`src/rtl/buf_pkg.sv`:
```
// -----------------------------------------------------------------------------
// buf_pkg
// Shared helpers for the ring-buffer ownership managers.
//   NBUF_MAX   : largest supported buffer count
//   IDX_MAX_W  : index width needed for NBUF_MAX buffers
//   clog2_min1 : ceil(log2(n)), never less than 1 (a 1-deep ring still
//                gets a 1-bit index)
//   ptr_inc    : wrap-aware index increment, correct for any n (no modulo)
// -----------------------------------------------------------------------------
package buf_pkg;

  localparam int NBUF_MAX  = 16;
  localparam int IDX_MAX_W = 4;

  function automatic int clog2_min1(input int n);
    int w;
    w = 1;
    for (int i = 1; i < 6; i++) begin
      if (int'(32'd1 << i) < n) begin
        w = i + 1;
      end else begin
        w = w;
      end
    end
    return w;
  endfunction

  function automatic logic [IDX_MAX_W-1:0] ptr_inc(input logic [IDX_MAX_W-1:0] idx,
                                                   input int n);
    logic [IDX_MAX_W-1:0] res;
    if ({{(32-IDX_MAX_W){1'b0}}, idx} == 32'(n - 1)) begin
      res = {IDX_MAX_W{1'b0}};
    end else begin
      res = idx + {{(IDX_MAX_W-1){1'b0}}, 1'b1};
    end
    return res;
  endfunction

endpackage

```
`src/rtl/buf_ring_ptr.sv`:
```
// -----------------------------------------------------------------------------
// buf_ring_ptr
// Registered ring index that steps to the next buffer (with wrap at NBUF-1)
// whenever en is high.
//   clk : system clock
//   rst : asynchronous active-high reset (index -> 0)
//   clr : synchronous flush (index -> 0), has priority over en
//   en  : advance the index by one buffer this cycle
//   idx : current index
// -----------------------------------------------------------------------------
module buf_ring_ptr
  import buf_pkg::*;
#(
  parameter int NBUF = 4,
  parameter int IW   = 2
) (
  input  logic          clk,
  input  logic          rst,
  input  logic          clr,
  input  logic          en,
  output logic [IW-1:0] idx
);

  logic [IW-1:0] idx_r;

  // index register: reset/flush to buffer 0, otherwise step on enable
  always_ff @(posedge clk or posedge rst) begin
    if (rst) begin
      idx_r <= {IW{1'b0}};
    end else if (clr) begin
      idx_r <= {IW{1'b0}};
    end else if (en) begin
      idx_r <= IW'(ptr_inc(IDX_MAX_W'(idx_r), NBUF));
    end else begin
      idx_r <= idx_r;
    end
  end

  assign idx = idx_r;

endmodule

```
`src/rtl/buf_ring_flag.sv`:
```
// -----------------------------------------------------------------------------
// buf_ring_flag
// N-deep ring-buffer ownership tracker between a frame writer and a reader.
// Tells the writer which buffer to fill next and the reader which buffer to
// consume next, tracks occupancy and captures protocol errors.
//   clk        : system clock
//   rst        : asynchronous active-high reset
//   clr        : synchronous flush to the reset state (beats any release)
//   wr_rls     : pulse, writer finished buffer wr_idx
//   rd_rls     : pulse, reader finished buffer rd_idx
//   wr_idx     : buffer the writer must fill next
//   rd_idx     : buffer the reader must consume next
//   buf_flag   : bit i set while buffer i holds committed, unread data
//   fill_cnt   : number of committed buffers (0..NBUF)
//   wr_rdy     : room for a write (always 1 in overwrite mode)
//   rd_vld     : at least one committed buffer
//   ovf        : sticky, a write release was dropped (OVERWRITE=0)
//   udf        : sticky, a read release arrived while empty
//   drop_pulse : one-cycle pulse, oldest buffer discarded (OVERWRITE=1)
// -----------------------------------------------------------------------------
module buf_ring_flag
  import buf_pkg::*;
#(
  parameter  int NBUF      = 4,
  parameter  int OVERWRITE = 0,
  localparam int IW        = clog2_min1(NBUF)
) (
  input  logic            clk,
  input  logic            rst,
  input  logic            clr,
  input  logic            wr_rls,
  input  logic            rd_rls,
  output logic [IW-1:0]   wr_idx,
  output logic [IW-1:0]   rd_idx,
  output logic [NBUF-1:0] buf_flag,
  output logic [IW:0]     fill_cnt,
  output logic            wr_rdy,
  output logic            rd_vld,
  output logic            ovf,
  output logic            udf,
  output logic            drop_pulse
);

  localparam logic [IW:0] FULL_CNT = (IW+1)'(NBUF);

  logic [IW:0]     fill_cnt_r;
  logic [NBUF-1:0] buf_flag_r;
  logic            ovf_r;
  logic            udf_r;
  logic            drop_r;

  logic            full_s;
  logic            empty_s;
  logic            wr_acc_s;
  logic            rd_acc_s;
  logic            drop_s;
  logic            ovf_set_s;
  logic            udf_set_s;
  logic [IW:0]     cnt_nxt_s;
  logic [NBUF-1:0] flag_nxt_s;

  assign full_s  = (fill_cnt_r == FULL_CNT);
  assign empty_s = (fill_cnt_r == {(IW+1){1'b0}});

  // release arbitration: decide which releases are accepted and which errors fire
  always_comb begin
    wr_acc_s  = 1'b0;
    rd_acc_s  = 1'b0;
    drop_s    = 1'b0;
    ovf_set_s = 1'b0;
    udf_set_s = 1'b0;
    if (wr_rls && rd_rls) begin
      // the write always fits: either there is room, or the read frees one
      wr_acc_s = 1'b1;
      if (empty_s) begin
        udf_set_s = 1'b1;
      end else begin
        rd_acc_s = 1'b1;
      end
    end else if (wr_rls) begin
      if (!full_s) begin
        wr_acc_s = 1'b1;
      end else if (OVERWRITE != 0) begin
        // discard the oldest: the write reuses the slot the reader would take
        wr_acc_s = 1'b1;
        rd_acc_s = 1'b1;
        drop_s   = 1'b1;
      end else begin
        ovf_set_s = 1'b1;
      end
    end else if (rd_rls) begin
      if (!empty_s) begin
        rd_acc_s = 1'b1;
      end else begin
        udf_set_s = 1'b1;
      end
    end else begin
      wr_acc_s = 1'b0;
    end
  end

  // next occupancy and flag vector from the accepted releases
  always_comb begin
    cnt_nxt_s  = fill_cnt_r + (IW+1)'(wr_acc_s) - (IW+1)'(rd_acc_s);
    flag_nxt_s = buf_flag_r;
    if (rd_acc_s) begin
      flag_nxt_s[rd_idx] = 1'b0;
    end else begin
      flag_nxt_s = flag_nxt_s;
    end
    // set after clear so a full-ring write onto the read slot keeps the flag
    if (wr_acc_s) begin
      flag_nxt_s[wr_idx] = 1'b1;
    end else begin
      flag_nxt_s = flag_nxt_s;
    end
  end

  // occupancy, flags and error state registers
  always_ff @(posedge clk or posedge rst) begin
    if (rst) begin
      fill_cnt_r <= {(IW+1){1'b0}};
      buf_flag_r <= {NBUF{1'b0}};
      ovf_r      <= 1'b0;
      udf_r      <= 1'b0;
      drop_r     <= 1'b0;
    end else if (clr) begin
      fill_cnt_r <= {(IW+1){1'b0}};
      buf_flag_r <= {NBUF{1'b0}};
      ovf_r      <= 1'b0;
      udf_r      <= 1'b0;
      drop_r     <= 1'b0;
    end else begin
      fill_cnt_r <= cnt_nxt_s;
      buf_flag_r <= flag_nxt_s;
      ovf_r      <= ovf_r | ovf_set_s;
      udf_r      <= udf_r | udf_set_s;
      drop_r     <= drop_s;
    end
  end

  buf_ring_ptr #(
    .NBUF (NBUF),
    .IW   (IW)
  ) u_wr_ptr (
    .clk (clk),
    .rst (rst),
    .clr (clr),
    .en  (wr_acc_s),
    .idx (wr_idx)
  );

  buf_ring_ptr #(
    .NBUF (NBUF),
    .IW   (IW)
  ) u_rd_ptr (
    .clk (clk),
    .rst (rst),
    .clr (clr),
    .en  (rd_acc_s),
    .idx (rd_idx)
  );

  assign fill_cnt   = fill_cnt_r;
  assign buf_flag   = buf_flag_r;
  assign ovf        = ovf_r;
  assign udf        = udf_r;
  assign drop_pulse = drop_r;
  assign wr_rdy     = (fill_cnt_r != FULL_CNT) || (OVERWRITE != 0);
  assign rd_vld     = !empty_s;

endmodule

```
`config.mk`:
```
export PLATFORM = sky130hd
export DESIGN_NAME = buf_ring_flag
export DESIGN_NICKNAME = d
export VERILOG_FILES = /design/src/rtl/buf_pkg.sv /design/src/rtl/buf_ring_ptr.sv /design/src/rtl/buf_ring_flag.sv
export SDC_FILE = /design/constraint.sdc
export NUM_CORES = 1
export LEC_CHECK = 0
export ABC_AREA = 1
export BUFFER_PORTS_ARGS = -buffer_cell sky130_fd_sc_hd__buf_2
export CELL_PAD_IN_SITES_DETAIL_PLACEMENT = 0
export CELL_PAD_IN_SITES_GLOBAL_PLACEMENT = 1
export CORE_MARGIN = 5
export CORE_UTILIZATION = 25
export DETAILED_ROUTE_END_ITERATION = 12
export PLACE_DENSITY = 0.62
export SKIP_CTS_REPAIR_TIMING = 1
export SLEW_MARGIN = 5
export SYNTH_ARGS = -nofsm -noshare
export SYNTH_HDL_FRONTEND = slang
export SYNTH_HIERARCHICAL = 1
export SYNTH_SLANG_ARGS = --single-unit
```
`constraint.sdc`:
```
create_clock -name clk -period 4.85 [get_ports clk]
set_input_delay 0.97 -clock clk [delete_from_list [all_inputs] [get_ports clk]]
set_output_delay 0.97 -clock clk [all_outputs]
set_load 0.005 [all_outputs]
```
## Word-level counts from Yosys, hierarchy flattened

Cells that the tools add are included.
Widths: inputs -> output; s select.

| operators by class | value |
|---|---|
| divide/modulo/power cells | 0 |
| add/sub/neg operators | 4 |
| shifts and indexed selects | 0 |
| eq/ne operators | 4 |
| mux-type cells | 30 |
| bitwise logic cells | 5 |
| multiply operators | 0 |
| reduce and logical (&&, ||, !) cells | 7 |
| order comparisons | 4 |

Operators by type and width:

| operator | count |
|---|---|
| $mux 1 | 18 |
| $mux 2 | 6 |
| $mux 4 | 3 |
| $lt 2x3->1 const B | 2 |
| $add 2x1->2 const B | 2 |
| $and 4x4->4 | 1 |
| $demux 1 s2 | 2 |
| $eq 2x2->1 const B | 2 |
| $ge 2x1->1 const B | 2 |
| $not 4->4 | 1 |
| $or 4x4->4 | 1 |
| $reduce_bool 2->1 | 2 |
| $add 3x1->3 | 1 |
| $eq 3x3->1 const B | 1 |
| $logic_and 1x1->1 | 3 |
| $logic_not 3->1 | 1 |
| $mux 3 | 1 |
| $ne 3x3->1 const B | 1 |
| $sub 3x1->3 | 1 |
| $or 1x1->1 | 2 |
| $logic_not 1->1 | 1 |

| word-level totals | value |
|---|---|
| word-level logic and storage cells | 60 |
| memory bits (writable) | 0 |
| flip-flop bits (word level) | 13 |
| output and inout bits | 16 |
| bits in latches | 0 |
| bits of input ports | 5 |
| memories | 0 |
| memory bits (read-only) | 0 |

## Logic depth before layout (Yosys ltp)

| depth | value |
|---|---|
| word-level depth | 10 |
| depth in mapped cells | 12 |
| gate-level depth less buffers | 12 |

## Hierarchy

Netlist, hierarchy kept.

Modules (own cells, without submodules):

| module | cells each | area each (µm²) | seq. area each (µm²) | instances |
|---|---|---|---|---|
| buf_ring_flag | 75 | 561.8 | 225.2 | 1 |
| buf_ring_ptr | 13 | 105.1 | 50.0 | 2 |

## Worst setup path before layout

No wires, ideal clock.

| timing path | value |
|---|---|
| path type | input -> register |
| start point | input port wr_rls |
| end point | register fill_cnt_r[2] (netlist: fill_cnt[2]) |
| data required time | 4.718 ns |
| data arrival time | 2.220 ns |
| library setup time | 0.132 ns |
| buffers on the path | 1 |
| stages on the path | 11 |
| path slack | 2.498 ns |
| path through | clkbuf_1 -> nand2_1 -> inv_2 -> nand2_1 -> o21ai_1 -> ha_1 -> inv_1 -> fa_1 -> inv_2 -> and2_4 -> nor3_2 |

| between the ends | value |
|---|---|
| cells in the longest elaborated chain, start to end | 5 |
| elaborated cells between the ends (all ways) | 8 |
| classes of those cells | add/sub (2); mux (5); reduce/logical (1) |

Ends and longest elaborated chain:

| element | RTL line | source |
|---|---|---|
| start, declared | buf_ring_flag.sv:31 | `input logic wr_rls,` |
| $mux 1 / $logic_and 1x1->1 (equally long branches) | buf_ring_flag.sv:80, buf_ring_flag.sv:72 |  |
| $mux 1 (*) | buf_ring_flag.sv:72 | `if (wr_rls && rd_rls) begin` |
| via wr_acc_s | buf_ring_flag.sv:54 | `logic wr_acc_s;` |
| $add 3x1->3 (*) | buf_ring_flag.sv:104 | `cnt_nxt_s = fill_cnt_r + (IW+1)'(wr_acc_s) - (IW+1)'(rd_acc_s);` |
| $sub 3x1->3 (*) | buf_ring_flag.sv:104 |  |
| $mux 3 (*) | buf_ring_flag.sv:127 | `end else if (clr) begin` |
| end signal, assigned | buf_ring_flag.sv:122 | `fill_cnt_r <= {(IW+1){1'b0}};` |
| end signal, assigned | buf_ring_flag.sv:128 | `fill_cnt_r <= {(IW+1){1'b0}};` |
| end signal, assigned | buf_ring_flag.sv:134 | `fill_cnt_r <= cnt_nxt_s;` |
| end, declared | buf_ring_flag.sv:46 | `logic [IW:0] fill_cnt_r;` |

The timed path passes the listed nets; every way through them passes the cells marked *.
A chain may end at the register's enable or synchronous reset.

## Worst setup path in the final report

| timing path | value |
|---|---|
| start point | input port rd_rls |
| end point | register fill_cnt_r[2] (netlist: fill_cnt[2]) |

| between the ends | value |
|---|---|
| cells in the longest elaborated chain, start to end | 5 |
| elaborated cells between the ends (all ways) | 8 |
| classes of those cells | add/sub (2); mux (5); reduce/logical (1) |

Ends and longest elaborated chain:

| element | RTL line | source |
|---|---|---|
| start, declared | buf_ring_flag.sv:32 | `input logic rd_rls,` |
| $logic_and 1x1->1 | buf_ring_flag.sv:72 |  |
| $mux 1 | buf_ring_flag.sv:72 |  |
| via wr_acc_s | buf_ring_flag.sv:54 |  |
| $add 3x1->3 | buf_ring_flag.sv:104 |  |
| $sub 3x1->3 | buf_ring_flag.sv:104 |  |
| $mux 3 | buf_ring_flag.sv:127 |  |

The timed path passes the listed nets, and every way through them passes these cells.

==> results.md <==
- Area contributors post-synth: dfrtp_1 (42%), nand3_1 (9.1%), nand2_1 (8.3%), inv_1 (7.8%), nor2_1 (5.8%)
- Core outline area: 3000 um^2
- Clk root buf: clkbuf_4
- Initial antenna violation count: 0
- Fin crit share: 0.451
- Total wire length: 1690 um
- RSZ-0062 raised after global routing: no
- Fin Setup TNS: 0 ns
- Clock transition at path regs: 0.08 ns
- Slowest CP cell: fa_1
- WP buf/inv: 5
- Reg2reg path depth: 11
- Seq/Total Area, Yosys: 0.421
- Ports: 21
- Initial core utilization: 0.257
- Worst hold path type: reg2reg
- Worst Skew: 0.00100 ns
- Crit Path Max Fanout: 7
- #FFs+latches synth: 13
- Slew Limit Fails: 0
- Maximum clock path buffer count: 2
- Nature of the critical path startpoint: input port
- Yosys cell types: 21
- # clock sinks: 13
- Fin. Hold Viols: 0
- Crit. End Element: flip-flop
- Area Overhead vs Synth: 19.1%
- Arrival time of the worst setup path: 2.35 ns
- DR vias: 675
- Worst setup margin: between 2 and 3 ns
- Height of the die: 65.6 um
- Avg Inst Size Synth: 7.64 um^2
- Fin crit period: around 2.2 ns
- Top cell type by total area after synthesis: dfrtp_1
- Critical path type: in2reg
- Port bufs: 19
- Endpoints failing setup: 0
- Number of global-route vias before repair: between 700 and 800
- Placed inst area: 893 um^2
- Row Count: 20
- Cell area after layout: 920 um^2
- Layout cell share with drive strength beyond 1: 0.281
- Total gr overflow: 0
- Fin nets: 131
- Worst hold stages: 2
- First-pass GRT wire length: 3030 um
- Pre-CTS setup slack: about 2.4 ns
- Diodes inserted: 0
- Worst Path Required: 5.01 ns
- GRT Total Usage: 0.0938
- CTS Buf Count: 3
- Yosys warnings: 6
- CP delay by family, top: adder cells
- Detailed Route Iter0 Violations: 24
- Peak supply drop: slightly below 90 uV
- DRC Markers: 0
- Pre-Repair DR Iteration Count: 4
- Power Dens Cells: 470 nW/um^2
- Largest net degree at the start of global routing: 14
- RePlAce Congestion: 0.703
- Most common cell after layout, fill and taps aside: buf_2
- Max incr delay on CP: 0.36 ns
- Synth Net Count: 110
- Hpwl dp: 1320 um
- Via/cell ratio: between 4 and 5
- Max_cap viols: 0
- Detail Route Antenna Nets: 0
- CP Depth: 13
- DIE WIDTH: 65.6 um
- Most frequent cells in the layout: buf_2 (19), nand2_1 (17), inv_1 (16)
- H-tree depth: 1
- Status: finished, final reports clean
- P_leak: 0.000514 uW
- Fillers: roughly 350
- Post-Synthesis Cell Area: 772 um^2
- TritonCTS clock tree: yes
- Skew-Pair Late Insertion Delay: 0.28 ns
- Mapped Cells: 101
- DR WL/cell: 11.0 um
- Critical path, cell by cell: buf_2, inv_2, nand3_2, nand2_1, inv_2, nand2_1, o21ai_1, ha_1, inv_1, fa_1, inv_2, and2_4, nor3_2
- Die area: between 4000 and 5000 um^2
- Most used cell, CP: inv_2
- Yosys top cell area share: 0.421
- F_max: around 460 MHz
[layout make-up]
| cell class | instances | area, um^2 | area share |
|---|---|---|---|
| Timing Repair Buffer | 19 | 95.1 | 0.103 |
| Sequential cell | 13 | 325 | 0.354 |
| Inverter | 21 | 78.8 | 0.0857 |
| Multi-Input combinational cell | 64 | 353 | 0.384 |
| Clock buffer | 4 | 26.3 | 0.0286 |
| Tap cell | 33 | 41.3 | 0.0449 |
[final timing paths]
kind	from	end	slack (ns)
max	rd_rls	fill_cnt[2]	2.66
min	ovf	ovf	0.52
max reg2reg	fill_cnt[1]	fill_cnt[2]	2.90
min reg2reg	ovf	ovf	0.52
max in group asynchronous	rst	buf_flag[0]	3.91
min in group asynchronous	rst	u_rd_ptr/idx[0]	0.54
[metrics by stage]
| step | instances | hold slack, ns | util | total power, uW |
|---|---|---|---|---|
| after global routing | 154 | 0.535 | 0.306 | 482 |
| after CTS | 154 | 0.522 | 0.306 | 441 |
| final | 154 | 0.519 | 0.306 | 432 |
| after floorplan | 101 | 0.516 | - | 305 |
| after detailed placement | 150 | 0.509 | 0.298 | 370 |
| after global placement | 150 | 0.507 | 0.298 | 369 |
[kinds of logic (layout without fill, tap and decap cells)]
group                    Yosys count  in the layout  synth area share
flip-flops                        13             13             0.421
AND/OR/NAND/NOR                   51             51             0.321
XOR/XNOR                           1              1            0.0113
AO/OA/AOI/OAI                      7              7            0.0454
buffers and inverters             24             44             0.122
adder cells (fa/ha/maj)            4              4            0.0746
other                              1              1           0.00486
[synth_stat cells, drive strengths merged]
cell type,n
inv,20
and2,1
fa,1
clkbuf,2
nor3,2
ha,3
clkinv,1
buf,1
conb,1
a21oi,6
nand2,18
nand3,15
nor2,15
xnor2,1
dfrtp,13
o21ai,1
[flip-flops by register name, summed over array words and instances, names as in the netlist]
| name | cells |
|---|---|
| buf_flag | 4 |
| fill_cnt | 3 |
| u_rd_ptr/idx | 2 |
| u_wr_ptr/idx | 2 |
| ovf | 1 |
| udf | 1 |
[worst reg2reg max path, delay by kind of cell, from the launching register on]
family / cells / cell delay (ns)
adders and majority gates: 2 / 0.52
DFF: 1 / 0.48
buffers and inverters: 2 / 0.11
AOI/OAI and AO/OA: 1 / 0.07
and+or+nand+nor: 6 / 0.66
[routing by layer]
layer / up-vias / track usage / part of all wire
li1: 348 / - / -
met1: 312 / 0.105 / 0.43
met2: 13 / 0.158 / 0.51
met3: 2 / 0.0154 / 0.038
met4: 0 / 0.0699 / 0.020
met5: - / 0 / 0
[power breakdown]
part	leakage, uW	switching [uW]	internal [uW]
clock	0.0000150	37.1	31.9
combinational	0.000324	103	87.3
sequential	0.000175	40.3	133
No activity file was read; power rests on OpenSTA's default activity.
